<file path="src/rtl/clk_scaler_pkg.sv">
// Shared types and constants for the clk_scaler block.
// Latency: none; declarations only.
// Backpressure: none.
//
// Contents:
//   state_t  - measurement/generation FSM states (IDLE, MEASURE, RUN)
//   MODE_MUL - mode value: multiply frequency (scaled period = period >> n)
//   MODE_DIV - mode value: divide frequency (scaled period = period << n, saturated)
package clk_scaler_pkg;

  typedef enum logic [1:0] {
    IDLE    = 2'd0,
    MEASURE = 2'd1,
    RUN     = 2'd2
  } state_t;

  localparam logic MODE_MUL = 1'b0;
  localparam logic MODE_DIV = 1'b1;

endpackage

</file>
<file path="src/rtl/clk_scaler_edge.sv">
// Brings in_sig into the ref_clk domain and flags its rising edges.
// Latency: rise is seen by downstream state 2 cycles after the in_sig edge
//          (3 cycles when CLK_SCALER_SYNC_EN is defined).
// Backpressure: none; rise is a single-cycle strobe.
//
// Ports:
//   ref_clk - clock
//   rst     - synchronous active-high reset, clears all flops
//   in_sig  - asynchronous input being measured
//   rise    - one-cycle strobe, synchronised in_sig went 0 -> 1
//
// Build option: CLK_SCALER_SYNC_EN adds a second flop in front of the edge
// detector for metastability protection. The extra stage only delays the
// strobe; spacing between strobes (the measured period) is unchanged.
module clk_scaler_edge
  import clk_scaler_pkg::*;
(
  input  logic ref_clk,
  input  logic rst,
  input  logic in_sig,
  output logic rise
);

`ifdef CLK_SCALER_SYNC_EN
  logic sync_a;
  logic sync_b;
  logic sync_d;

  always_ff @(posedge ref_clk) begin
    if (rst) begin
      sync_a <= 1'b0;
      sync_b <= 1'b0;
      sync_d <= 1'b0;
    end else begin
      sync_a <= in_sig;
      sync_b <= sync_a;
      sync_d <= sync_b;
    end
  end
`else
  logic sync_b;
  logic sync_d;

  always_ff @(posedge ref_clk) begin
    if (rst) begin
      sync_b <= 1'b0;
      sync_d <= 1'b0;
    end else begin
      sync_b <= in_sig;
      sync_d <= sync_b;
    end
  end
`endif

  // sync_d is sync_b one cycle late, so this is high for exactly one cycle
  // per low-to-high transition.
  assign rise = sync_b & ~sync_d;

endmodule

</file>
<file path="src/rtl/clk_scaler.sv">
// Measures the period of in_sig and regenerates a square wave at 2^n times
// (mode 0) or 1/2^n times (mode 1) its frequency.
// Latency: period updates on the rise strobe; out_sig changes follow the
//          half-period timer. Backpressure: none.
//
// Ports:
//   ref_clk      - clock, all state updates on its rising edge
//   rst          - synchronous active-high reset
//   in_sig       - signal being measured (asynchronous)
//   en           - enables out_sig generation; measurement always runs
//   mode         - MODE_MUL: period >> n, MODE_DIV: period << n (saturated)
//   n            - scale exponent
//   out_sig      - generated square wave
//   period       - last measured in_sig period in ref_clk cycles
//   period_valid - period holds a valid measurement
//   overflow     - sticky, in_sig period exceeded the counter range
//
// Build option: CLK_SCALER_SYNC_EN selects a two-flop input synchroniser
// (see clk_scaler_edge).
module clk_scaler
  import clk_scaler_pkg::*;
#(
  parameter int CNT_W   = 8,
  parameter int SHIFT_W = 3
) (
  input  logic               ref_clk,
  input  logic               rst,
  input  logic               in_sig,
  input  logic               en,
  input  logic               mode,
  input  logic [SHIFT_W-1:0] n,
  output logic               out_sig,
  output logic [CNT_W-1:0]   period,
  output logic               period_valid,
  output logic               overflow
);

  // Wide enough to hold period shifted left by the largest n without loss,
  // so saturation can be decided by a plain compare.
  localparam int WIDE_W = CNT_W + (1 << SHIFT_W);
  localparam logic [CNT_W-1:0] CNT_MAX = '1;
  localparam logic [CNT_W-1:0] ONE     = CNT_W'(1);

  state_t state;
  state_t state_nxt;

  logic             rise;
  logic [CNT_W-1:0] cnt;
  logic [CNT_W-1:0] timer;
  logic [CNT_W-1:0] timer_cur;
  logic             meas_done;
  logic             ovf_evt;
  logic             run_act;
  logic             armed;

  logic [WIDE_W-1:0] period_wide;
  logic [WIDE_W-1:0] shl_wide;
  logic [CNT_W-1:0]  scaled;
  logic [CNT_W-1:0]  half;

  clk_scaler_edge u_edge (
    .ref_clk (ref_clk),
    .rst     (rst),
    .in_sig  (in_sig),
    .rise    (rise)
  );

  // ---------------------------------------------------------------------
  // Scaled period and half-period reload value
  // ---------------------------------------------------------------------
  always_comb begin
    period_wide = WIDE_W'(period);
    shl_wide    = period_wide << n;
    scaled      = '0;
    if (mode == MODE_MUL) begin
      scaled = period >> n;
    end else if (shl_wide > WIDE_W'(CNT_MAX)) begin
      scaled = CNT_MAX;
    end else begin
      scaled = shl_wide[CNT_W-1:0];
    end
    // A half-period of zero would stall the timer; one cycle is the
    // fastest out_sig can toggle.
    half = scaled >> 1;
    if (half == '0) begin
      half = ONE;
    end
  end

  // ---------------------------------------------------------------------
  // FSM: state register
  // ---------------------------------------------------------------------
  always_ff @(posedge ref_clk) begin
    if (rst) begin
      state <= IDLE;
    end else begin
      state <= state_nxt;
    end
  end

  // ---------------------------------------------------------------------
  // FSM: next state and measurement strobes
  // ---------------------------------------------------------------------
  always_comb begin
    state_nxt = state;
    meas_done = 1'b0;
    ovf_evt   = 1'b0;
    case (state)
      IDLE: begin
        if (rise) begin
          state_nxt = MEASURE;
        end
      end
      MEASURE, RUN: begin
        // A rise in the same cycle the counter saturates still counts as
        // a valid measurement, so rise is checked first.
        if (rise) begin
          state_nxt = RUN;
          meas_done = 1'b1;
        end else if (cnt == CNT_MAX) begin
          state_nxt = IDLE;
          ovf_evt   = 1'b1;
        end
      end
      default: begin
        state_nxt = IDLE;
      end
    endcase
  end

  // ---------------------------------------------------------------------
  // Period counter and measurement results
  // ---------------------------------------------------------------------
  always_ff @(posedge ref_clk) begin
    if (rst) begin
      cnt          <= '0;
      period       <= '0;
      period_valid <= 1'b0;
      overflow     <= 1'b0;
    end else begin
      case (state)
        IDLE: begin
          if (rise) begin
            cnt <= ONE;
          end
        end
        MEASURE, RUN: begin
          if (meas_done) begin
            period       <= cnt;
            cnt          <= ONE;
            period_valid <= 1'b1;
          end else if (ovf_evt) begin
            cnt          <= '0;
            period_valid <= 1'b0;
            overflow     <= 1'b1;
          end else begin
            cnt <= cnt + ONE;
          end
        end
        default: begin
          cnt <= '0;
        end
      endcase
    end
  end

  // ---------------------------------------------------------------------
  // Output generator
  // ---------------------------------------------------------------------
  assign run_act = (state == RUN) && en;

  // While idle the timer tracks half, but period is written on the same
  // edge that enters RUN, so the held value can be one measurement stale.
  // armed marks that the generator ran last cycle; on the first active
  // cycle the live half is used so the first toggle lands half cycles
  // after en is seen in RUN.
  assign timer_cur = armed ? timer : half;

  always_ff @(posedge ref_clk) begin
    if (rst) begin
      timer   <= '0;
      out_sig <= 1'b0;
      armed   <= 1'b0;
    end else if (ovf_evt || !run_act) begin
      timer   <= half;
      out_sig <= 1'b0;
      armed   <= 1'b0;
    end else begin
      armed <= 1'b1;
      // Reload only at a toggle, so changes to n, mode or period never
      // stretch or shorten the half-phase already in progress.
      if (timer_cur <= ONE) begin
        out_sig <= ~out_sig;
        timer   <= half;
      end else begin
        timer <= timer_cur - ONE;
      end
    end
  end

endmodule

</file>
<file path="config.mk">
export PLATFORM = sky130hd
export DESIGN_NAME = clk_scaler
export DESIGN_NICKNAME = d
export VERILOG_FILES = /design/src/rtl/clk_scaler_pkg.sv /design/src/rtl/clk_scaler_edge.sv /design/src/rtl/clk_scaler.sv
export SDC_FILE = /design/constraint.sdc
export NUM_CORES = 1
export LEC_CHECK = 0
export ABC_AREA = 1
export BUFFER_PORTS_ARGS = -buffer_cell sky130_fd_sc_hd__buf_2
export CAP_MARGIN = 25
export CORE_MARGIN = 2
export CORE_UTILIZATION = 33
export DETAILED_ROUTE_END_ITERATION = 8
export PLACE_DENSITY_LB_ADDON = 0.05
export SYNTH_ARGS = -nofsm -noshare
export SYNTH_HDL_FRONTEND = slang
export SYNTH_SLANG_ARGS = --single-unit
export TNS_END_PERCENT = 10
</file>
<file path="constraint.sdc">
create_clock -name ref_clk -period 3.75 [get_ports ref_clk]
set_input_delay 0 -clock ref_clk [delete_from_list [all_inputs] [get_ports ref_clk]]
set_output_delay 0 -clock ref_clk [all_outputs]
set_load 0.005 [all_outputs]
</file>
==> results.json <==
{
  "power_density_nw_per_um2": 435,
  "cts-root-buf": "clkbuf_8",
  "worstPathRequired_ps": 3930,
  "setup_ws_ps": 519,
  "finalHoldViolations": 0,
  "cp_max_fo": 11,
  "syn_inst": 323,
  "fin_worst_skew_ps": 7.96,
  "grt_util_met2_pct": 24.8,
  "crit_arrival_ps": 3410,
  "crit_chain": "nand2_1, nand3_1, nand2_1, nand2_1, o21ai_4, nand3b_1, nand2_1, nand2_1, nor2_1, nand3_1, nand3_1, nand2_1, ha_1, nor2_1, nor2_1, nand3_2, nor2_4, nor2_2, clkinv_1, nor2_1, nor2_1",
  "finalWeightedCongestion": 0.841,
  "cts_sinks": 32,
  "busiest_layer": "met2",
  "layout.nets": 353,
  "syn_avg_cell_area_sq_um": 6.45,
  "hpwl_microns": 3890,
  "n_antenna_cell": 0,
  "synth_top_cell_by_area": "dfxtp_1",
  "core_sq_um": 6030,
  "antenna_found_initial": 0,
  "drtPass1Iterations": 4,
  "maxCapViolCount": 0,
  "via_count": 2053,
  "reg2reg_slack_ps": 520,
  "yosys-top-cells-area": "dfxtp_1 (31%), nand2_1 (13%), nand3_1 (9.4%), nor2_1 (7.7%), inv_1 (5.4%)",
  "path_class": "reg2reg",
  "cp-end-kind": "flop",
  "routedWlPerCell_microns": 12.2,
  "ys_seq_area_share_pct": 30.8,
  "vdd_drop_max_mv": 0.213,
  "initial_core_util_pct": 34.6,
  "placed_cells": 406,
  "max_slew_margin_pct": 48.8,
  "syn_nets": 337,
  "min_period_ps": 3230,
  "grt_first_pass_wirelength_microns": 8730,
  "grt_pass1_vias": 1911,
  "cpLargestDelayFamily": "simple AND/OR/NAND/NOR gates",
  "postSynthRegisterBits": 32,
  "clk_latency_ps": 290,
  "die_w_microns": 83.5,
  "cts_made_buffers": 5,
  "die_area_sq_um": 6960,
  "grt-ovfl-total": 0,
  "power.total_mw": 1.00,
  "finalSetupViolations": 0,
  "syn_to_final_growth_pct": 10.7,
  "max_freq_mhz": 309,
  "rsz0062_at_grt": "no",
  "max_stage_delay_ps": 370,
  "crit_path_frequent_cell": "nand2_1",
  "fin_setup_tns_ps": 0,
  "cts_tree": "yes",
  "drt-total-wl_microns": 5060,
  "grt_use_met1_pct": 19.9,
  "clockBufferDepth": 2,
  "synthFlopType": "dfxtp_1",
  "yosysUniqueCellTypes": 42,
  "synth_top_area_share_pct": 30.8,
  "boundaryPins": 19,
  "crit_slowest_cell": "nor2_2",
  "io_buffers": 18,
  "die_h_microns": 83.5,
  "instances_no_fill": 415,
  "use_met3_pct": 3.17,
  "drv_slew": 0,
  "drive_gt1_share_pct": 12.6,
  "synth.most_common_cell": "nand2_1",
  "pre_cts_ws_ps": 434,
  "grt_max_degree": 18,
  "synth_common_cells": "nand2_1 (73), nor2_1 (43), nand3_1 (39)",
  "synth_edf_count": 0,
  "rows": 28,
  "drc": 0,
  "outcome": "finished clean",
  "detail_route.iter0.violations": 125,
  "ctsHtreeMaxLevel": 2,
  "synth-async-reset-ratio_pct": 0,
  "via_per_inst": 4.95,
  "period_share_pct": 86.2,
  "hp-class": "in2reg",
  "post_cts_buffers": 0,
  "synth_area_sq_um": 2080,
  "critPathBufInv": 1,
  "tightest_slew_ps": 766,
  "groute.usage.overall_pct": 15.1,
  "startpoint_type": "flop",
  "p_leak_nw": 1.07,
  "whs_ps": 28.5,
  "yosys_warnings": 0,
  "clk_pin_slew_ps": 70,
  "ant_nets": 0
}
cell type report:
cell class | count | area [sq um]
fillers | 669 | 3720
multi-input cells | 249 | 1260
flip-flops and latches | 32 | 641
inverters | 32 | 120
repair buffers | 19 | 100
well taps | 75 | 93.8
clock buffers | 5 | 68.8
clock inverters | 3 | 18.8
logic make-up (layout without fill, tap and decap cells):
group	after synthesis	count (layout)	synth area share, %
buffers and inverters	42	59	8.59
AO/OA/AOI/OAI	63	63	18.7
AND/OR/NAND/NOR	177	177	37.1
XOR/XNOR	3	3	1.26
adder cells (fa/ha/maj)	6	6	3.60
flip-flops	32	32	30.8
metrics by stage:
stage                     utilization [%]  area, sq um
after floorplan                         -         2080
after global placement               36.6         2210
after detailed placement             36.6         2210
after CTS                            38.3         2310
after global routing                 38.3         2310
final                                38.3         2310
cells in the final DEF (no fill, tap or decap), drive strengths merged:
cell type	n
nand2	77
nor2	45
nand3	40
dfxtp	32
inv	31
o21ai	26
a21oi	20
buf	18
ha	6
nor3	5
clkbuf	5
a21boi	4
clkinv	4
o21a	3
nor4	3
a31oi	2
nand4	2
or2	2
o211ai	2
xor2	2
nand3b	1
and2	1
o31ai	1
o22ai	1
o21bai	1
xnor2	1
o311ai	1
a211oi	1
a221oi	1
and3	1
dlygate4sd3	1
report_power, final:
group	internal [mW]	total, mW	switching (mW)
sequential	0.372	0.399	0.0266
clock	0.129	0.265	0.135
combinational	0.117	0.340	0.222
total	0.619	1.00	0.384
worst reg2reg max path: cells and delay by family, from the launching register on:
family	cells	cell delay [ps]
AND/OR/NAND/NOR	18	2060
buffers and inverters	1	200
flip-flops	1	350
AO/OA/AOI/OAI	1	200
adder cells (fa/ha/maj)	1	300
registers in the layout, indices dropped and copies added, names as in the netlist:
signal / count
u_edge.sync_d: 1
timer: 8
out_sig: 1
period_valid: 1
armed: 1
state: 2
cnt: 8
overflow: 1
u_edge.sync_b: 1
period: 8
final timing paths:
check / from / to / cells past startpoint
max: period[7] / timer[4] / 21
min: rst / u_edge.sync_b / 2
max reg2reg: period[7] / timer[4] / 21
min reg2reg: u_edge.sync_b / u_edge.sync_d / 2
layer usage:
| layer | routed length (microns) | vias to the layer above | share of wire (%) |
|---|---|---|---|
| met1 | 2520 | 926 | 50 |
| met3 | 134 | 5 | 2.6 |
| met2 | 2360 | 15 | 47 |
| li1 | - | 1107 | - |
| met5 | 0 | - | 0 |
| met4 | 44 | 0 | 0.87 |
repair_timing:
item | in CTS | in global routing
hold endpoints to repair | 1 | 0
setup endpoints to repair | 0 | 0
resized for setup | 0 | 0
hold buffers | 1 | 0
(Power assumes the default switching activity.)
